### config.mk
export PLATFORM = sky130hd
export DESIGN_NAME = aes_rcon_seq_flat
export DESIGN_NICKNAME = d
export VERILOG_FILES = /design/src/rtl/aes_rcon_seq_if.sv /design/src/rtl/aes_rcon_seq.sv /design/src/flat_wrapper.sv
export SDC_FILE = /design/constraint.sdc
export NUM_CORES = 1
export LEC_CHECK = 0
export BUFFER_PORTS_ARGS = -buffer_cell sky130_fd_sc_hd__buf_2
export CAP_MARGIN = 20
export CORE_ASPECT_RATIO = 1.25
export CORE_UTILIZATION = 40
export CTS_CLUSTER_SIZE = 12
export DETAILED_ROUTE_END_ITERATION = 16
export GPL_TIMING_DRIVEN = 1
export PLACE_DENSITY_LB_ADDON = 0.08
export SLEW_MARGIN = 25
export SYNTH_ARGS = -nofsm -noshare
export SYNTH_HDL_FRONTEND = slang
export SYNTH_SLANG_ARGS = --single-unit
### constraint.sdc
create_clock -name clk -period 3.75 [get_ports clk]
set_input_delay 0.75 -clock clk [delete_from_list [all_inputs] [get_ports clk]]
set_output_delay 0.75 -clock clk [all_outputs]
set_load 0.05 [all_outputs]
### src/rtl/aes_rcon_seq_if.sv
// Request/status bundle between the key-expansion controller and the round-constant sequencer.
interface aes_rcon_seq_if #(
   parameter int unsigned OUT_W = 32
);
   logic             kld;
   logic [1:0]       key_size;
   logic             dir;
   logic             step;
   logic [OUT_W-1:0] rcon;
   logic             rcon_use;
   logic [5:0]       idx;
   logic             busy;
   logic             done;
   logic             err;

   modport master (
      output kld, key_size, dir, step,
      input  rcon, rcon_use, idx, busy, done, err
   );

   modport slave (
      input  kld, key_size, dir, step,
      output rcon, rcon_use, idx, busy, done, err
   );
endinterface

### src/rtl/aes_rcon_seq.sv
// AES round-constant sequencer: walks key-expansion word indices forward or backward and
// tracks Rcon with GF(2^8) xtime / inverse-xtime instead of a lookup table.
module aes_rcon_seq #(
   parameter int unsigned OUT_W  = 32,
   parameter bit          INV_EN = 1'b1
) (
   input  logic          clk,
   input  logic          rst_n,
   aes_rcon_seq_if.slave bus
);

   typedef enum logic [1:0] {
      S_IDLE = 2'd0,
      S_RUN  = 2'd1,
      S_DONE = 2'd2
   } state_t;

   state_t     r_state, w_state_nxt;
   logic [5:0] r_i, w_i_nxt;
   logic [2:0] r_mod, w_mod_nxt;
   logic [7:0] r_rc, w_rc_nxt;
   logic [3:0] r_nk, w_nk_nxt;
   logic [5:0] r_nw, w_nw_nxt;
   logic       r_dir, w_dir_nxt;
   logic       r_err, w_err_nxt;

   logic       w_ld_ok;
   logic       w_ld_dir;
   logic [3:0] w_ld_nk;
   logic [5:0] w_ld_nw;
   logic [7:0] w_ld_rc;

   function automatic logic [7:0] f_xtime(input logic [7:0] v);
      return {v[6:0], 1'b0} ^ (v[7] ? 8'h1b : 8'h00);
   endfunction

   function automatic logic [7:0] f_ixtime(input logic [7:0] v);
      return v[0] ? (((v ^ 8'h1b) >> 1) | 8'h80) : (v >> 1);
   endfunction

   // Key-size decode; the inverse seed is the last Rcon a forward walk would use.
   always_comb begin
      w_ld_ok = 1'b1;
      w_ld_nk = 4'd4;
      w_ld_nw = 6'd44;
      w_ld_rc = 8'h36;
      unique case (bus.key_size)
         2'b00: begin w_ld_nk = 4'd4; w_ld_nw = 6'd44; w_ld_rc = 8'h36; end
         2'b01: begin w_ld_nk = 4'd6; w_ld_nw = 6'd52; w_ld_rc = 8'h80; end
         2'b10: begin w_ld_nk = 4'd8; w_ld_nw = 6'd60; w_ld_rc = 8'h40; end
         default: w_ld_ok = 1'b0;
      endcase
      w_ld_dir = INV_EN ? bus.dir : 1'b0;
   end

   // Next-state: kld has priority over step; rc only moves when leaving a mod==0 word.
   always_comb begin
      w_state_nxt = r_state;
      w_i_nxt     = r_i;
      w_mod_nxt   = r_mod;
      w_rc_nxt    = r_rc;
      w_nk_nxt    = r_nk;
      w_nw_nxt    = r_nw;
      w_dir_nxt   = r_dir;
      w_err_nxt   = 1'b0;

      if (bus.kld) begin
         if (w_ld_ok) begin
            w_state_nxt = S_RUN;
            w_nk_nxt    = w_ld_nk;
            w_nw_nxt    = w_ld_nw;
            w_dir_nxt   = w_ld_dir;
            if (w_ld_dir) begin
               w_i_nxt   = w_ld_nw - 6'd1;
               w_mod_nxt = 3'd3;
               w_rc_nxt  = w_ld_rc;
            end else begin
               w_i_nxt   = 6'(w_ld_nk);
               w_mod_nxt = 3'd0;
               w_rc_nxt  = 8'h01;
            end
         end else begin
            w_state_nxt = S_IDLE;
            w_err_nxt   = 1'b1;
         end
      end else if (bus.step) begin
         if (r_state == S_RUN) begin
            if (!r_dir) begin
               if (r_i == r_nw - 6'd1) begin
                  w_state_nxt = S_DONE;
               end else begin
                  w_i_nxt   = r_i + 6'd1;
                  w_mod_nxt = (r_mod == 3'(r_nk - 4'd1)) ? 3'd0 : r_mod + 3'd1;
                  if (r_mod == 3'd0) w_rc_nxt = f_xtime(r_rc);
               end
            end else if (INV_EN) begin
               if (r_i == 6'(r_nk)) begin
                  w_state_nxt = S_DONE;
               end else begin
                  w_i_nxt   = r_i - 6'd1;
                  w_mod_nxt = (r_mod == 3'd0) ? 3'(r_nk - 4'd1) : r_mod - 3'd1;
                  if (r_mod == 3'd0) w_rc_nxt = f_ixtime(r_rc);
               end
            end
         end else begin
            w_err_nxt = 1'b1;
         end
      end
   end

   always_ff @(posedge clk or negedge rst_n) begin
      if (!rst_n) begin
         r_state <= S_IDLE;
         r_i     <= 6'd0;
         r_mod   <= 3'd0;
         r_rc    <= 8'h01;
         r_nk    <= 4'd4;
         r_nw    <= 6'd44;
         r_dir   <= 1'b0;
         r_err   <= 1'b0;
      end else begin
         r_state <= w_state_nxt;
         r_i     <= w_i_nxt;
         r_mod   <= w_mod_nxt;
         r_rc    <= w_rc_nxt;
         r_nk    <= w_nk_nxt;
         r_nw    <= w_nw_nxt;
         r_dir   <= w_dir_nxt;
         r_err   <= w_err_nxt;
      end
   end

   // Rcon byte sits in the top byte of the output word.
   assign bus.rcon     = OUT_W'(r_rc) << (OUT_W - 8);
   assign bus.rcon_use = (r_state == S_RUN) && (r_mod == 3'd0);
   assign bus.idx      = r_i;
   assign bus.busy     = (r_state == S_RUN);
   assign bus.done     = (r_state == S_DONE);
   assign bus.err      = r_err;

endmodule

### src/flat_wrapper.sv
// flat-port wrapper written by rule: the top's interface ports become plain ports
module aes_rcon_seq_flat 
#(
   parameter int unsigned OUT_W  = 32,
   parameter bit          INV_EN = 1'b1
)
  (clk, rst_n, bus_kld, bus_key_size, bus_dir, bus_step, bus_rcon, bus_rcon_use, bus_idx, bus_busy, bus_done, bus_err);
  aes_rcon_seq_if #(.OUT_W(OUT_W)) bus_i ();
  input  logic clk;
  input  logic rst_n;
  input wire logic [$bits(bus_i.kld)-1:0] bus_kld;
  input wire logic [$bits(bus_i.key_size)-1:0] bus_key_size;
  input wire logic [$bits(bus_i.dir)-1:0] bus_dir;
  input wire logic [$bits(bus_i.step)-1:0] bus_step;
  output wire logic [$bits(bus_i.rcon)-1:0] bus_rcon;
  output wire logic [$bits(bus_i.rcon_use)-1:0] bus_rcon_use;
  output wire logic [$bits(bus_i.idx)-1:0] bus_idx;
  output wire logic [$bits(bus_i.busy)-1:0] bus_busy;
  output wire logic [$bits(bus_i.done)-1:0] bus_done;
  output wire logic [$bits(bus_i.err)-1:0] bus_err;
  assign bus_i.kld = bus_kld;
  assign bus_i.key_size = bus_key_size;
  assign bus_i.dir = bus_dir;
  assign bus_i.step = bus_step;
  assign bus_rcon = bus_i.rcon;
  assign bus_rcon_use = bus_i.rcon_use;
  assign bus_idx = bus_i.idx;
  assign bus_busy = bus_i.busy;
  assign bus_done = bus_i.done;
  assign bus_err = bus_i.err;
  aes_rcon_seq #(.OUT_W(OUT_W), .INV_EN(INV_EN)) u_core (.clk(clk), .rst_n(rst_n), .bus(bus_i));
endmodule
==> results.py <==
metrics = {
    "outcome": {
        "outcome": "complete, no violations",
    },
    "sta": {
        "rsz0062_at_grt": "false",
        "tightest_slew_ns": 0.6777,
        "finClkSkew_ns": 0.006797,
        "setup_slack_ns": 1.057,
        "setup_tns_ns": 0,
        "slew_violations": 0,
        "slew_headroom_pct": 54.82,
        "holdWs_ns": 0.4762,
        "fmax_ghz": 0.3714,
        "fin_crit_ns": 2.693,
        "setup_viol_count_final": 0,
        "finalCritPeriodShare_pct": 71.81,
        "hold_viol": 0,
    },
    "grt": {
        "grt_pass1_wl_um": 6603,
        "gr-total-overflow": 0,
        "grt_usage_pct": 16.21,
        "grt_pass1_vias": 1335,
        "grt_antenna_before_repair": 0,
        "grt_start_max_net_pins": 28,
    },
    "critical_path": {
        "worstPathArrival_ns": 2.85,
        "worstSetupPathType": "reg -> reg",
        "critPathMaxFanout": 21,
        "startpoint_type": "flop",
        "end_kind": "flop",
        "rr_endpoint": "u_core.bus.idx[4]",
        "worstReg2RegStart": "u_core.r_dir",
        "crit_required_ns": 3.91,
        "rr_worst_depth": 4,
        "r2r_setup_slack_ns": 1.06,
    },
    "placed_design": {
        "dp_slack_ns": 1.094,
        "gp_congestion": 0.8670,
        "dp_hpwl_um": 3151,
        "portBuffers": 24,
        "dp.cells": 293,
    },
    "power": {
        "powerDensity_nw_per_um2": 679.4,
        "leakage_uw": 0.001033,
        "power_uw": 1458,
        "vdd.ir_drop.worst_uv": 324.5,
    },
    "layout": {
        "num-fill-cells": 499,
        "multi_input_area_um2": 1210,
        "regArea_um2": 654.4,
        "drive_gt1_share_pct": 20.25,
        "antennaDiodeCount": 0,
        "finalNonFillerCells": 297,
        "syn2layout_area_growth_pct": 5.150,
        "finalNetCount": 257,
    },
    "yosys": {
        "syn-cell-area_um2": 2041,
        "avgSynthCellArea_um2": 9.318,
        "synth_top_area_share_pct": 28.20,
        "synth_seq_area_share_pct": 32.07,
        "async_reset_ff_share_pct": 100.0,
        "synthFlopType": "dfrtp_1",
        "netlist_top_cells_area": "dfrtp_1 28%, buf_4 9.6%, ha_1 6.7%",
        "yosysWarnings": 0,
        "synth_largest_area_cell": "dfrtp_1",
        "netlist_instances": 219,
        "synth_edf_count": 0,
        "yosysUniqueCellTypes": 44,
        "ys_seq_elements": 26,
    },
    "floorplanning": {
        "dieArea_um2": 5393,
        "coreArea_um2": 4835,
        "core.rowCount": 28,
        "die_h_um": 81.86,
        "start_util_pct": 42.21,
        "pin_count": 49,
        "die_w_um": 65.89,
    },
    "clocking": {
        "numCtsBuffers": 3,
        "worstSkewPairLatency_ns": 0.27,
        "cts_setup_buffers": 0,
        "postCtsHoldBufs": 0,
        "clk_pin_slew_ns": 0.10,
        "cts_resized": 0,
        "htreeDepth": 1,
        "cts_tree": "yes",
        "cts_sinks": 26,
        "root_buffer": "clkbuf_8",
        "cts_buffer_depth": 2,
    },
    "run": {
        "maxCapViolCount": 0,
    },
    "routing": {
        "wire_per_inst_um": 13.98,
        "drt_pass1_iterations": 4,
        "vias": 1520,
        "viasPerCell": 5.118,
        "drt_iter0_drc": 42,
        "totalWireLength_um": 4151,
        "drc": 0,
        "antenna_left": 0,
    },
    "hold_path": {
        "holdCritPathClass": "in -> async",
    },
}
per-stage QoR:
step	instance area, um2	util (%)
floorplan	2127	-
global placement	2101	43.45
detailed placement	2101	43.45
CTS	2146	44.38
global route	2146	44.38
finish	2146	44.38
area by class of cell:
cell class | instances | share of cell area [%]
Clock buffer | 4 | 2.099
Inverter | 11 | 1.924
Multi-Input combinational cell | 172 | 56.38
Sequential cell | 26 | 30.50
Tap cell | 60 | 3.499
Timing Repair Buffer | 24 | 5.598
cells by family (layout without fill, tap and decap cells):
logic type                 count (synthesis)  in the layout  share of synthesized area, %
other                                      1             24                        0.1838
and+or+nand+nor                           50             50                         12.82
xor gates and xnor gates                  16             16                         6.867
muxes                                     21             21                         12.51
DFF                                       26             26                         32.07
adders and majority gates                 12             12                         7.725
buffers and inverters                     44             39                         12.88
AOI/OAI and AO/OA                         49             49                         14.96
state kept, by name, indices dropped and copies added (netlist names):
| register | cells |
|---|---|
| u_core.r_rc | 8 |
| u_core.r_nw | 2 |
| u_core.r_nk | 3 |
| u_core.r_state | 2 |
| u_core.r_dir | 1 |
| u_core.bus.err | 1 |
| u_core.bus.idx | 6 |
| u_core.r_mod | 3 |
layer usage:
layer	GRT usage, %	wire (um)
met3	1.667	170
met4	5.000	30
met1	22.12	1883
met5	0	0
met2	26.73	2067
worst max path at each step:
stage / depth (start not counted) / endpoint / slack [ns] / start
2_1_floorplan: 5 / u_core.bus.idx[3] / 1.38 / u_core.bus.idx[0]
3_3_place_gp: 4 / u_core.bus.idx[4] / 1.13 / u_core.r_dir
4_1_cts: 4 / u_core.bus.idx[4] / 1.07 / u_core.r_dir
5_1_grt: 4 / u_core.bus.idx[2] / 0.93 / u_core.r_dir
3_5_place_dp: 4 / u_core.bus.idx[4] / 1.09 / u_core.r_dir
6_report: 4 / u_core.bus.idx[4] / 1.06 / u_core.r_dir
worst max-delay path, stage by stage, from the launching register on:
cell	delay, ns
dfrtp_1	0.79
or4b_1	0.52
o41ai_2	0.49
o21a_1	0.42
mux2_2	0.38
report_power, final:
group	internal [uW]	switching (uW)
Sequential	360	122
Clock	76.0	90.1
Combinational	288	523
Yosys cell counts (2+ instances only):
library cell / instances
o21ai_0: 21
clkbuf_1: 7
nand3_1: 5
ha_1: 11
dfstp_2: 3
buf_4: 26
dfrtp_1: 23
xnor2_1: 7
xor2_1: 9
inv_1: 10
a21oi_1: 13
nor2b_1: 3
o21a_1: 3
mux2_4: 7
mux2_2: 8
nand3b_1: 3
nand2b_1: 4
nor2_1: 10
o31ai_1: 2
mux2i_1: 6
nand2_1: 14
nor3_1: 2
layout by cell type (no fill, tap or decap), types with 2 or more instances in the layout:
cell type  count
nand3b_1       3
clkbuf_8       3
xnor2_1        7
dfrtp_1       23
buf_2         24
nor2b_1        3
conb_1        24
nor3_1         2
nand3_1        5
ha_1          11
dfstp_2        3
inv_1         10
nor2_1        10
nand2_1       14
nand2b_1       4
o21a_1         3
o31ai_1        2
mux2_4         7
a21oi_1       13
mux2i_1        6
mux2_2         8
xor2_1         9
o21ai_0       21
Power figures use the tool's default switching activity.
